### src/rtl/waveform_ctrl_pkg.sv
// Shared types and the mode-to-select decode for the waveform mode controller.
package waveform_ctrl_pkg;

   typedef enum logic [1:0] {
      MODE_SAW      = 2'd0,
      MODE_REF_PWM  = 2'd1,
      MODE_REF_R2R  = 2'd2,
      MODE_REF_BOTH = 2'd3
   } mode_t;

   typedef enum logic [1:0] {
      S_OFF   = 2'd0,
      S_BLANK = 2'd1,
      S_RUN   = 2'd2
   } ctrl_state_t;

   // Select word layout: {fourth, third, second, first, r2r_scaled}
   function automatic logic [4:0] sel_word(input mode_t m);
      logic [4:0] w;
      case (m)
         MODE_SAW:      w = 5'b0000_0;
         MODE_REF_PWM:  w = 5'b1000_0;
         MODE_REF_R2R:  w = 5'b1001_0;
         MODE_REF_BOTH: w = 5'b1000_1;
         default:       w = 5'b0000_0;
      endcase
      return w;
   endfunction

endpackage

### src/rtl/ref_scaler.sv
// Reference capture stage followed by a saturating gain stage for the R2R byte.
module ref_scaler
   import waveform_ctrl_pkg::*;
#(
   parameter int unsigned R2R_GAIN_NUM   = 1,
   parameter int unsigned R2R_GAIN_SHIFT = 0
) (
   input  logic       clk,
   input  logic       reset,
   input  logic [7:0] ref_in,
   input  logic       ref_valid,
   input  logic       ref_hold,
   output logic [7:0] ref_o,
   output logic [7:0] ref_r2r_o
);

   logic [7:0]  ref_q;
   logic [7:0]  r2r_q;
   logic [7:0]  r2r_d;
   logic [11:0] prod;
   logic [11:0] shifted;

   // Scale the captured byte in 12 bits, then clamp to 8 bits.
   always_comb begin
      prod    = 12'(ref_q) * 12'(R2R_GAIN_NUM);
      shifted = prod >> R2R_GAIN_SHIFT;
      r2r_d   = (|shifted[11:8]) ? 8'hFF : shifted[7:0];
   end

   // Capture qualified samples; the scaled byte follows one clock later.
   always_ff @(posedge clk) begin
      if (reset) begin
         ref_q <= '0;
         r2r_q <= '0;
      end else begin
         if (ref_valid && !ref_hold) ref_q <= ref_in;
         r2r_q <= r2r_d;
      end
   end

   assign ref_o     = ref_q;
   assign ref_r2r_o = r2r_q;

endmodule

### src/rtl/waveform_mode_controller.sv
// Mode sequencer for the waveform generator: run/blank FSM, select decode, reference path.
module waveform_mode_controller
   import waveform_ctrl_pkg::*;
#(
   parameter int unsigned BLANK_CYCLES   = 200_000,
   parameter int unsigned R2R_GAIN_NUM   = 1,
   parameter int unsigned R2R_GAIN_SHIFT = 0
) (
   input  logic       clk,
   input  logic       reset,
   input  logic       run,
   input  logic       mode_next,
   input  logic       mode_prev,
   input  logic [7:0] ref_in,
   input  logic       ref_valid,
   input  logic       ref_hold,
   output logic       gen_enable,
   output logic       first_select,
   output logic       second_select,
   output logic       third_select,
   output logic       fourth_select,
   output logic       r2r_binary_scaled_enable,
   output logic [7:0] current_reference,
   output logic [7:0] current_reference_r2r,
   output logic [1:0] mode,
   output logic       blanking
);

   localparam int unsigned CW = (BLANK_CYCLES > 1) ? $clog2(BLANK_CYCLES) : 1;
   localparam logic [CW-1:0] CNT_LOAD = CW'(BLANK_CYCLES - 1);

   ctrl_state_t   state_q, state_d;
   mode_t         mode_q, mode_d, mode_step;
   logic [CW-1:0] cnt_q, cnt_d;
   logic [4:0]    sel_q, sel_d;
   logic          gen_q, gen_d;
   logic          blank_q, blank_d;
   logic          step;

   // Next state, mode and blank counter; outputs are decoded from the next
   // state so they register on the same edge as the mode change.
   always_comb begin
      state_d   = state_q;
      mode_d    = mode_q;
      cnt_d     = cnt_q;
      step      = mode_next ^ mode_prev;
      mode_step = mode_next ? mode_t'(mode_q + 2'd1) : mode_t'(mode_q - 2'd1);
      case (state_q)
         S_OFF: begin
            if (step) mode_d = mode_step;
            if (run) begin
               state_d = S_BLANK;
               cnt_d   = CNT_LOAD;
            end
         end
         S_BLANK: begin
            if (!run) begin
               state_d = S_OFF;
            end else if (step) begin
               mode_d = mode_step;
               cnt_d  = CNT_LOAD;
            end else if (cnt_q == '0) begin
               state_d = S_RUN;
            end else begin
               cnt_d = cnt_q - CW'(1);
            end
         end
         S_RUN: begin
            if (!run) begin
               state_d = S_OFF;
            end else if (step) begin
               mode_d  = mode_step;
               state_d = S_BLANK;
               cnt_d   = CNT_LOAD;
            end
         end
         default: state_d = S_OFF;
      endcase
      gen_d   = (state_d == S_RUN);
      blank_d = (state_d == S_BLANK);
      sel_d   = sel_word(mode_d);
   end

   // State, counter and registered outputs.
   always_ff @(posedge clk) begin
      if (reset) begin
         state_q <= S_OFF;
         mode_q  <= MODE_SAW;
         cnt_q   <= '0;
         sel_q   <= '0;
         gen_q   <= 1'b0;
         blank_q <= 1'b0;
      end else begin
         state_q <= state_d;
         mode_q  <= mode_d;
         cnt_q   <= cnt_d;
         sel_q   <= sel_d;
         gen_q   <= gen_d;
         blank_q <= blank_d;
      end
   end

   ref_scaler #(
      .R2R_GAIN_NUM   (R2R_GAIN_NUM),
      .R2R_GAIN_SHIFT (R2R_GAIN_SHIFT)
   ) u_ref_scaler (
      .clk       (clk),
      .reset     (reset),
      .ref_in    (ref_in),
      .ref_valid (ref_valid),
      .ref_hold  (ref_hold),
      .ref_o     (current_reference),
      .ref_r2r_o (current_reference_r2r)
   );

   assign gen_enable               = gen_q;
   assign blanking                 = blank_q;
   assign mode                     = mode_q;
   assign fourth_select            = sel_q[4];
   assign third_select             = sel_q[3];
   assign second_select            = sel_q[2];
   assign first_select             = sel_q[1];
   assign r2r_binary_scaled_enable = sel_q[0];

endmodule
### config.mk
export PLATFORM = sky130hd
export DESIGN_NAME = waveform_mode_controller
export DESIGN_NICKNAME = d
export VERILOG_FILES = /design/src/rtl/waveform_ctrl_pkg.sv /design/src/rtl/ref_scaler.sv /design/src/rtl/waveform_mode_controller.sv
export SDC_FILE = /design/constraint.sdc
export NUM_CORES = 1
export LEC_CHECK = 0
export ABC_AREA = 1
export CORE_ASPECT_RATIO = 1.1
export CORE_MARGIN = 4
export CORE_UTILIZATION = 57
export CTS_CLUSTER_DIAMETER = 80
export DETAILED_ROUTE_END_ITERATION = 6
export GPL_TIMING_DRIVEN = 0
export PLACE_DENSITY = 0.82
export SETUP_SLACK_MARGIN = 0.15
export SYNTH_ARGS = -nofsm -noshare
export SYNTH_HDL_FRONTEND = slang
export SYNTH_SLANG_ARGS = --single-unit
### constraint.sdc
create_clock -name clk -period 2.3 [get_ports clk]
set_input_delay 0.46 -clock clk [delete_from_list [all_inputs] [get_ports clk]]
set_output_delay 0.46 -clock clk [all_outputs]
set_load 0.01 [all_outputs]
After elaboration in Yosys (flattened, before gate mapping)
Cells that the tools add are included.
- add/subtract/negate cells: 3
- equality and inequality tests: 12
- mux-type cells: 19
- bitwise logic cells: 1
- reduce and logical (&&, ||, !) cells: 8
- operators with widths (kind ; count):
    $mux 18 ; 6
    $pmux 18 s3 ; 1
    $pmux 5 s4 ; 1
    $logic_not 18->1 ; 1
    $mux 2 ; 9
    $sub 18x1->18 const B ; 1
    $eq 2x2->1 const B ; 4
    $ne 2x2->1 const B ; 4
    $eq 2x1->1 const B ; 3
    $pmux 2 s3 ; 1
    $reduce_and 6->1 ; 1
    $logic_not 2->1 ; 2
    $pmux 2 s2 ; 1
    $ne 3x3->1 const B ; 1
    $reduce_bool 3->1 ; 1
    $add 2x1->2 const B ; 1
    $reduce_or 2->1 ; 1
    $sub 2x1->2 const B ; 1
    $logic_and 1x1->1 ; 1
    $logic_not 1->1 ; 1
    $xor 1x1->1 ; 1
- bits in registers: 45
- input port bits: 15
- output and inout port bits: 25

Logic depth before layout (Yosys ltp)
Gate-level depths: netlist of run 1.
- depth in word-level cells: 7
- depth in mapped cells: 11
- depth with buffers taken out: 11

Modules after synthesis
Synthesis of run 1 repeated with hierarchy kept, for this count alone.
- cells, all modules: 338
- area total of the unflattened synthesis: 2232.1 µm²
- by module, submodules not included (module ; times used ; cells an instance ; area an instance (µm²) ; sequential area each (µm²)):
    waveform_mode_controller ; 1 ; 260 ; 1652.8 ; 540.5
    ref_scaler ; 1 ; 78 ; 579.3 ; 320.3

Worst setup path before layout of run 1
Ideal clock, no wire load.
- kind: input to register
- from: input port mode_next
- to: register cnt_q[3]
- library setup time: 0.138 ns
- arrival: 1.386 ns
- required time: 2.162 ns
- slack: 0.776 ns
- stages: 10
- buffers on the path: 1
- cells stage by stage: inv_1 -> nand2_2 -> nand2_2 -> inv_2 -> nand2_1 -> nand3_2 -> o21bai_4 -> buf_6 -> nand2_1 -> a21oi_2
- longest elaborated chain between the ends: 4
- elaborated cells on any way between the ends: 7
- classes of those cells: eq/ne: 2; mux: 3; bitwise: 1; reduce/logical: 1
- ends and longest elaborated chain (element ; RTL line ; source):
    start: declaration ; waveform_mode_controller.sv:12 ; input logic mode_next,
    $xor 1x1->1 * ; waveform_mode_controller.sv:46 ; step = mode_next ^ mode_prev;
    $mux 18 ; waveform_mode_controller.sv:59 ; end else if (step) begin
    $mux 18 ; waveform_mode_controller.sv:57 ; if (!run) begin
    $pmux 18 s3 ; waveform_mode_controller.sv:48 ; case (state_q)
    end signal: assignment ; waveform_mode_controller.sv:96 ; cnt_q <= cnt_d;
    end: declaration ; waveform_mode_controller.sv:34 ; logic [CW-1:0] cnt_q, cnt_d;
Mark *: on every way between the ends. The rest lies on a longest branch, timed or not. The select of a mux whose other input is x is not followed.
A chain may end at the register's enable or synchronous reset.

Final worst setup path of run 1
Ends and elaborated chain as after synthesis.

==> metrics.md, run 1 <==
| Metric | Value |
|---|---|
| Cell Rows | 24 |
| Via Count | 2192 |
| CTS Sinks | 43 |
| Synth top area share | 0.370 |
| Xor and xnor area share after synthesis | 0.00753 |
| Starting density of the core | 0.587 |
| Root Buffer Master | clkbuf_8 |
| Internal Power | 1.26 mW |
| Vias in the first global route | 2084 |
| Total gr overflow | 0 |
| Layout cells sized above 1 | 0.116 |
| Hold Path End | u_ref_scaler.ref_r2r_o[5] |
| R2R Setup Slk | 0.53 ns |
| Post-CTS sizing | 0 |
| Synth Area in Adders | 0.0323 |
| Post-Syn Instances | 342 |
| Post-DP HPWL | 4090 µm |
| Status | finished clean |
| Post-layout util | 0.722 |
| Vias per Instance | 4.99 |
| Hold_sp | u_ref_scaler.ref_o[5] |
| Total track usage | 0.227 |
| Min Tclk post-route | 1.95 ns |
| TritonCTS clock tree | done |
| Post-synth EDFFs | 0 |
| Post-CTS Setup Repair Bufs | 0 |
| Sw Ratio | 0.312 |
| Worst Skew | 0.00269 ns |
| Antenna Cells | 0 |
| Die area | 0.00517 mm² |
| Most used DFF post-synth | dfxtp_1 |
| Die Y | 75.0 µm |
| Synth-to-Final Area Change | 22.9% |
| Final WL | 5410 µm |
| Worst skew pair latency | 0.30 ns |
| Clk buf depth | 2 |
| Worst Path Class, Setup | input pin to flop |
| Worst Path Required | 2.53 ns |
| Asr flop ratio synth | 0 |
| CTS H-tree lvls | 2 |
| Final std cell area, no fill | 0.00286 mm² |
| Reg2reg end | cnt_q[3] |
| Sequential Power Share | 0.457 |
| Peak supply drop | 0.414 mV |
| Comb power frac | 0.252 |
| Synth Warn # | 0 |
| Setup TNS | 0 ns |
| Hold-fix buffers at CTS | 0 |
| Final setup viols | 0 |
| Post-synthesis simple-gate area fraction | 0.359 |
| Worst-Margin Slew | 0.647 ns |
| Synth cell count leaders | nand2_1, nor2_1, inv_1 |
| Worst r2r path cells | 9 |
| Port buffer count | 36 |
| Synth Area in Compound Gates | 0.129 |
| Cell taking the most area after synthesis | dfxtp_1 |
| Initial drt markers | 102 |
| Top-count cell post-synth | nand2_1 |
| Period utilisation layout | 0.849 |
| Largest net degree at the start of global routing | 14 |
| PwrDens | 638 mW/mm² |
| Sequential fraction of the synthesis area | 0.370 |
| I/O pins | 40 |
| WL per Instance | 12.3 µm |
| Post-Syn Area | 0.00233 mm² |
| Max-slew violations | 0 |
| Post-synthesis mux area share | 0 |
| Routability Congestion | 0.948 |
| Core outline area | 0.00396 mm² |
| Hold crit path type | flop to flop |
| Total power | 1.83 mW |
| # Max-Cap Violations | 0 |
| RSZ-0062 raised after global routing | no |
| First-pass GRT wire length | 8920 µm |
| Critical path arrival | 2.18 ns |
| Die width | 68.9 µm |
| Layout Cells excl Fill | 439 |
| Leak Pwr | 1.22 nW |
| Crit start category | input pin |
| Initial antenna violation count | 0 |
| Post-route ant nets | 0 |
| TritonCTS Buffers | 5 |
| Net Switching | 0.570 mW |
| Register bit total from synthesis | 43 |
| Cell count of the worst hold path | 2 |
| CP endpoint kind | flop |
| Largest family of logic cells by synthesized area | simple AND/OR/NAND/NOR gates |
| Area contributors post-synth | dfxtp_1, nand2_1, nor2_1 |
| Worst-path fanout max | 10 |
| RR Startpoint | state_q[0] |
| Final Hold Vio Count | 0 |
| Maximum clock frequency | 512 MHz |
| Clock Power Share | 0.292 |
| Max_slew headroom | 0.569 |
| Nets | 407 |
| Average size of a mapped cell | 6.80 µm² |
| Netlist cell types | 32 |
| Pre-Repair DR Iteration Count | 5 |
| Placed Cells | 431 |
| Clk slew on worst S/H paths | 0.08 ns |
| # DRC | 0 |
| Area post-placement | 0.00276 mm² |
power groups by stage:
stage	sequential, mW	combinational (mW)	clock [mW]
final	0.834	0.460	0.533
after global routing	0.841	0.517	0.568
after global placement	0.848	0.447	0
after detailed placement	0.850	0.458	0
after floorplan	0.857	0.297	0
after CTS	0.833	0.461	0.545
metrics by stage:
step | hold WS, ns | setup WS, ns
global placement | 0.431 | 0.103
finish | 0.450 | 0.347
global route | 0.471 | 0.201
detailed placement | 0.439 | 0.0461
floorplan | 0.458 | 0.776
CTS | 0.451 | 0.355
state kept, by name, summed over array words and instances, names as in the netlist:
register	flops
state_q	2
sel_q	3
u_ref_scaler.ref_r2r_o	8
mode	2
cnt_q	18
blanking	1
u_ref_scaler.ref_o	8
gen_enable	1
area by class of cell:
class	count	area [µm²]
clock inverters	1	7.51
inverters	45	169
plain buffers	12	65.1
flip-flops and latches	43	861
clock buffers	7	96.3
well taps	52	65.1
multi-input cells	243	1240
repair buffers	36	360
fillers	347	1100
cell usage in the layout, fill, tap and decap left out, drive strengths merged:
master         netlist  final
o2111ai              1      1
ha                   6      6
clkbuf               5     12
buf                  7      7
dfxtp               43     43
nand3               25     25
or2                  1      1
nand2               89     89
o21bai               2      2
a21oi               29     29
conb                 1      2
nor2                56     56
nand3b               3      3
o21ai               18     18
xnor2                1      1
clkinvlp             0      1
clkdlybuf4s50        0     36
nor3b                1      1
inv                 45     45
and2                 1      1
xor2                 1      1
nand4                7      7
critical path, cell delays in order:
cell and delay (ns):
clkdlybuf4s50_1 0.49, inv_1 0.06, nand2_2 0.06, nand2_2 0.10
inv_2 0.19, nand2_1 0.11, nand3_2 0.10, o21bai_4 0.20
buf_6 0.21, nand2_1 0.08, a21oi_2 0.11
layer usage:
metal	vias up	GRT usage	part of all wire
li1	1164	-	-
met1	982	0.278	0.45
met2	37	0.381	0.50
met3	9	0.0567	0.036
met4	0	0.0887	0.015
met5	-	0	0
cell families (layout without fill, tap and decap cells):
logic type	count (synthesis)	in the layout
AO/OA/AOI/OAI	50	50
buffers and inverters	57	101
other	1	2
AND/OR/NAND/NOR	183	183
flip-flops	43	43
XOR/XNOR	2	2
adder cells (fa/ha/maj)	6	6
worst max-delay path by stage:
stage / start / endpoint / slack (ns) / cells past startpoint
global route: mode_next / cnt_q[17] / 0.20 / 11
finish: mode_next / cnt_q[3] / 0.35 / 11
floorplan: mode_next / cnt_q[3] / 0.78 / 10
global placement: mode_next / cnt_q[3] / 0.10 / 11
CTS: mode_next / cnt_q[3] / 0.35 / 11
detailed placement: mode_next / cnt_q[6] / 0.05 / 11
(Power assumes the default switching activity.)
==> inputs of run 2 (changes only) <==
--- a/config.mk
+++ b/config.mk
@@ -8,11 +8,11 @@
 export ABC_AREA = 1
 export CORE_ASPECT_RATIO = 1.1
 export CORE_MARGIN = 4
-export CORE_UTILIZATION = 57
+export CORE_UTILIZATION = 53
 export CTS_CLUSTER_DIAMETER = 80
 export DETAILED_ROUTE_END_ITERATION = 6
 export GPL_TIMING_DRIVEN = 0
-export PLACE_DENSITY = 0.82
+export PLACE_DENSITY = 0.77
 export SETUP_SLACK_MARGIN = 0.15
 export SYNTH_ARGS = -nofsm -noshare
 export SYNTH_HDL_FRONTEND = slang
==> constraint.sdc (replaced) <==
create_clock -name clk -period 2 [get_ports clk]
set_input_delay 0.4 -clock clk [delete_from_list [all_inputs] [get_ports clk]]
set_output_delay 0.4 -clock clk [all_outputs]
set_load 0.01 [all_outputs]
==> metrics.md, run 2 (synthesis gave the netlist of run 1 again) <==
| Metric | Value |
|---|---|
| Status | finished clean |
| Cell Rows | 25 |
| Critical path arrival | 1.93 ns |
| PwrDens | 755 mW/mm² |
| Worst Path Class, Setup | input pin to flop |
| # DRC | 0 |
| Final setup viols | 0 |
| CTS H-tree lvls | 2 |
| Peak supply drop | 0.557 mV |
| Port buffer count | 36 |
| Via Count | 2310 |
| Clk slew on worst S/H paths | 0.08 ns |
| Nets | 414 |
| Hold Path End | u_ref_scaler.ref_r2r_o[3] |
| Final Hold Vio Count | 0 |
| Layout cells sized above 1 | 0.137 |
| Clk buf depth | 2 |
| Post-DP HPWL | 4090 µm |
| RSZ-0062 raised after global routing | yes |
| Worst Skew | 0.00712 ns |
| # Max-Cap Violations | 0 |
| Cell count of the worst hold path | 2 |
| Worst skew pair latency | 0.30 ns |
| Critical Path Slowest Stage Cell | clkdlybuf4s50_1 |
| First-pass GRT wire length | 9250 µm |
| Top delay family on crit path | simple AND/OR/NAND/NOR gates |
| Most flops, register | cnt_q |
| Crit start category | input pin |
| TritonCTS clock tree | done |
| Largest net degree at the start of global routing | 15 |
| Post-route ant nets | 0 |
| Setup TNS | 0 ns |
| Worst-path fanout max | 8 |
| Leak Pwr | 1.27 nW |
| Total power | 2.23 mW |
| TritonCTS Buffers | 5 |
| Period utilisation layout | 0.882 |
| Hold-fix buffers at CTS | 0 |
| Initial antenna violation count | 0 |
| CP endpoint kind | flop |
| Vias per Instance | 5.16 |
| Antenna Cells | 0 |
| Reg2reg end | cnt_q[4] |
| Max-slew violations | 0 |
| Pre-Repair DR Iteration Count | 4 |
| CP bufs+invs | 3 |
| Initial drt markers | 143 |
| Max_slew headroom | 0.536 |
| Min Tclk post-route | 1.76 ns |
| Die width | 71.2 µm |
| RR Startpoint | state_q[0] |
| Worst-Margin Slew | 0.696 ns |
| Commonest cells after routing, fill and taps aside | nand2_1, nor2_1, inv_1 |
| R2R Setup Slk | 0.26 ns |
| Root Buffer Master | clkbuf_8 |
| Starting density of the core | 0.543 |
| Routability Congestion | 0.885 |
| Worst Path Required | 2.17 ns |
| Core outline area | 0.00429 mm² |
| CP Depth | 11 |
| Worst r2r path cells | 9 |
| Max reg flops | 18 |
| Total gr overflow | 0 |
| Hold_sp | u_ref_scaler.ref_o[3] |
| Synth-to-Final Area Change | 27.0% |
| Commonest non-fill, non-tap cell in the layout | nand2_1 |
| Final WL | 5740 µm |
| Vias in the first global route | 2117 |
| CTS Sinks | 43 |
| Most used cell, CP | nor2_2 |
| WHS | 0.449 ns |
| Critical-path cell list | clkdlybuf4s50_1 -> inv_1 -> nand2_2 -> nand2_4 -> nor2_2 -> nand3_4 -> nor2_2 -> nor2_4 -> buf_4 -> nand2_1 -> a21oi_2 |
| Die Y | 77.5 µm |
| Total track usage | 0.208 |
| Slowest cell delay on critical path | 0.49 ns |
| Die area | 0.00552 mm² |
| Hold crit path type | flop to flop |
| Maximum clock frequency | 567 MHz |
| I/O pins | 40 |
| WL per Instance | 12.8 µm |
## run 2: changes by cell type in the layout (fill, tap and decap cells not counted), sizes merged
cell / previous run / this run
buf: 7 / 13
bufinv: 0 / 1
clkbuf: 12 / 11
clkinvlp: 1 / 0
inv: 45 / 46
o21bai: 2 / 3
## run 2: area by class of cell
class / instances / area, µm²
Buffer: 12 / 70.1
Clock buffer: 6 / 82.6
Clock inverter: 2 / 38.8
Fill cell: 391 / 1330
Inverter: 45 / 174
Multi-Input combinational cell: 244 / 1260
Sequential cell: 43 / 861
Tap cell: 54 / 67.6
Timing Repair Buffer: 42 / 405
## run 2: how the worst max path moves through the flow
stage | startpoint | end | slack [ns]
after floorplan | state_q[0] | cnt_q[6] | 0.49
after global placement | mode_next | cnt_q[4] | -0.15
after CTS | mode_next | cnt_q[4] | 0.14
final | mode_prev | cnt_q[17] | 0.24
after detailed placement | mode_next | cnt_q[4] | -0.21
after global routing | mode_prev | cnt_q[15] | 0.09
## run 2: layer usage
metal  share of wire  GRT usage
met4           0.028     0.0977
met5               0          0
met2            0.49      0.349
met3           0.048     0.0557
met1            0.44      0.242
## run 2: where the power goes
group	internal (mW)	switching (mW)
clock	0.411	0.301
combinational	0.233	0.329
sequential	0.914	0.0439
## run 2: metrics by stage
stage,setup slack (ns),instances,util,instance area (µm²)
after floorplan,0.486,343,-,2330
after global placement,-0.154,433,0.644,2760
after detailed placement,-0.213,433,0.644,2760
after CTS,0.143,441,0.673,2880
after global routing,0.0940,448,0.690,2960
final,0.236,448,0.690,2960
## run 2: timing repair
item,CTS,global route
endpoints found under the setup margin,8,17
gates resized for setup,2,5
pin swaps,0,3
cloned,0,2
setup buffers,0,5
## run 2: worst reg2reg max path, cell delays in order, from the launching register on
cell and delay (ns):
dfxtp_1 0.42, inv_1 0.11, ha_1 0.25, inv_1 0.13, nand3b_1 0.10, nand3_2 0.13
o21bai_4 0.16, buf_6 0.18, nand2_1 0.09, a21oi_2 0.11
==> inputs of run 3 (changes only) <==
--- a/config.mk
+++ b/config.mk
@@ -7,12 +7,13 @@
 export LEC_CHECK = 0
 export ABC_AREA = 1
 export CORE_ASPECT_RATIO = 1.1
-export CORE_MARGIN = 4
-export CORE_UTILIZATION = 53
+export CORE_MARGIN = 5
+export CORE_UTILIZATION = 63
 export CTS_CLUSTER_DIAMETER = 80
 export DETAILED_ROUTE_END_ITERATION = 6
+export DONT_BUFFER_PORTS = 1
 export GPL_TIMING_DRIVEN = 0
-export PLACE_DENSITY = 0.77
+export PLACE_DENSITY = 0.76
 export SETUP_SLACK_MARGIN = 0.15
 export SYNTH_ARGS = -nofsm -noshare
 export SYNTH_HDL_FRONTEND = slang
==> constraint.sdc (replaced) <==
create_clock -name clk -period 1.8 [get_ports clk]
set_input_delay 0.36 -clock clk [delete_from_list [all_inputs] [get_ports clk]]
set_output_delay 0.36 -clock clk [all_outputs]
set_load 0.01 [all_outputs]
==> metrics.md, run 3 (synthesis gave the netlist of run 1 again) <==
| Metric | Value |
|---|---|
| Pre-Repair DR Iteration Count | 4 |
| RR Startpoint | cnt_q[0] |
| Starting density of the core | 0.647 |
| Total gr overflow | 0 |
| Leak Pwr | 1.13 nW |
| Critical Path Slowest Stage Cell | dfxtp_4 |
| Hold Path End | u_ref_scaler.ref_o[2] |
| Post-layout util | 0.740 |
| Worst-Margin Slew | 0.691 ns |
| R2R Setup Slk | 0.24 ns |
| Status | finished clean |
| Peak supply drop | 0.927 mV |
| Port buffer count | 0 |
| Initial drt markers | 125 |
| DP Worst Slack | 0.0269 ns |
| Period utilisation layout | 0.869 |
| Filler instances | 289 |
| Slowest cell delay on critical path | 0.37 ns |
| Initial antenna violation count | 0 |
| PwrDens | 855 mW/mm² |
| Max-slew violations | 0 |
| Synth-to-Final Area Change | 14.4% |
| RSZ-0062 raised after global routing | no |
| Root Buffer Master | clkbuf_8 |
| Hold crit path type | input pin to flop |
| Vias in the first global route | 2005 |
| Final WL | 5520 µm |
| Setup TNS | 0 ns |
| Worst Skew | 0.00685 ns |
| Vias per Instance | 5.33 |
| Max reg flops | 18 |
| Worst Path Class, Setup | flop to flop |
| WL per Instance | 13.5 µm |
| Routability Congestion | 0.890 |
| Nets | 379 |
| I/O pins | 40 |
| TritonCTS clock tree | done |
| Clk slew on worst S/H paths | 0.09 ns |
| # DRC | 0 |
| TritonCTS Buffers | 5 |
| Worst skew pair latency | 0.30 ns |
| Crit start category | flop |
| CP bufs+invs | 2 |
| Final Hold Vio Count | 0 |
| Cell Rows | 23 |
| Max_slew headroom | 0.539 |
| CP endpoint kind | flop |
| Total track usage | 0.233 |
| Largest net degree at the start of global routing | 17 |
| Worst r2r path cells | 9 |
| Die Y | 73.7 µm |
| First-pass GRT wire length | 8890 µm |
| Die area | 0.00501 mm² |
| Critical path arrival | 1.79 ns |
| Via Count | 2178 |
| Hold_sp | ref_in[2] |
| CTS H-tree lvls | 2 |
| Commonest non-fill, non-tap cell in the layout | nand2_1 |
| Top delay family on crit path | simple AND/OR/NAND/NOR gates |
| Maximum clock frequency | 640 MHz |
| Post-route ant nets | 0 |
| Final setup viols | 0 |
| Worst Path Required | 2.03 ns |
| Core outline area | 0.00360 mm² |
| # Max-Cap Violations | 0 |
| Cell count of the worst hold path | 2 |
| Die width | 68.0 µm |
| Clk buf depth | 2 |
| Critical-path cell list | inv_4 -> ha_4 -> nand3_2 -> nor2_4 -> nand3_4 -> o21bai_4 -> buf_6 -> nand2_2 -> a21oi_2 |
| Post-DP HPWL | 3890 µm |
| Antenna Cells | 0 |
| Most flops, register | cnt_q |
| Min Tclk post-route | 1.56 ns |
| Layout cells sized above 1 | 0.209 |
| Commonest cells after routing, fill and taps aside | nand2_1, nor2_1, dfxtp_1 |
| CTS Sinks | 43 |
| Worst-path fanout max | 5 |
| Reg2reg end | cnt_q[2] |
| Final worst slack | 0.237 ns |
## run 3: cell count changes in the layout (fill, tap and decap cells not counted), moves of 3 or more
cell / previous run / this run
buf_6: 2 / 5
ha_1: 6 / 1
nor2_4: 3 / 6
inv_2: 0 / 5
inv_1: 44 / 38
ha_4: 0 / 3
clkdlybuf4s50_1: 36 / 0
dfxtp_1: 43 / 39
## run 3: how the worst max path moves through the flow
stage	depth (start not counted)	start	slack [ns]	end
floorplan	9	state_q[0]	0.29	cnt_q[6]
global placement	8	state_q[1]	0.08	cnt_q[3]
detailed placement	9	state_q[0]	0.03	cnt_q[4]
CTS	10	cnt_q[0]	0.15	cnt_q[17]
global route	8	cnt_q[5]	0.09	cnt_q[2]
finish	9	cnt_q[0]	0.24	cnt_q[2]
## run 3: where the power goes
| part | total, mW | internal (mW) | switching (mW) | leakage, nW |
|---|---|---|---|---|
| Combinational | 0.535 | 0.195 | 0.340 | 0.728 |
| Clock | 0.649 | 0.285 | 0.363 | 0.0491 |
| Sequential | 1.09 | 1.02 | 0.0764 | 0.355 |
| Total | 2.28 | 1.50 | 0.779 | 1.13 |
## run 3: per-layer routing
layer	up-vias	global-route usage	share of wire
li1	1106	-	-
met2	54	0.404	0.52
met5	-	0	0
met1	1005	0.273	0.41
met4	0	0.0883	0.019
met3	13	0.0550	0.055
## run 3: final cells by class
type | count | area (µm²) | share of cell area
Clock buffer | 5 | 68.8 | 0.0259
Timing Repair Buffer | 7 | 63.8 | 0.0240
Sequential cell | 43 | 871 | 0.327
Tap cell | 50 | 62.6 | 0.0235
Buffer | 12 | 71.3 | 0.0268
Inverter | 45 | 174 | 0.0654
Multi-Input combinational cell | 244 | 1320 | 0.497
Clock inverter | 3 | 26.3 | 0.00987
## run 3: what timing repair did
item	CTS	global route
hold buffers	0	0
pin swaps	6	7
resized for setup	10	29
setup endpoints to repair	17	20
buffers inserted	3	3
gates cloned	2	0
## run 3: per-stage QoR
stage	hold slack (ns)	cells	area [µm²]	power [mW]
after floorplan	0.458	343	2330	1.47
after global placement	0.471	393	2390	1.56
after detailed placement	0.475	393	2390	1.58
after CTS	0.251	406	2550	2.24
after global routing	0.249	409	2660	2.41
final	0.253	409	2660	2.28
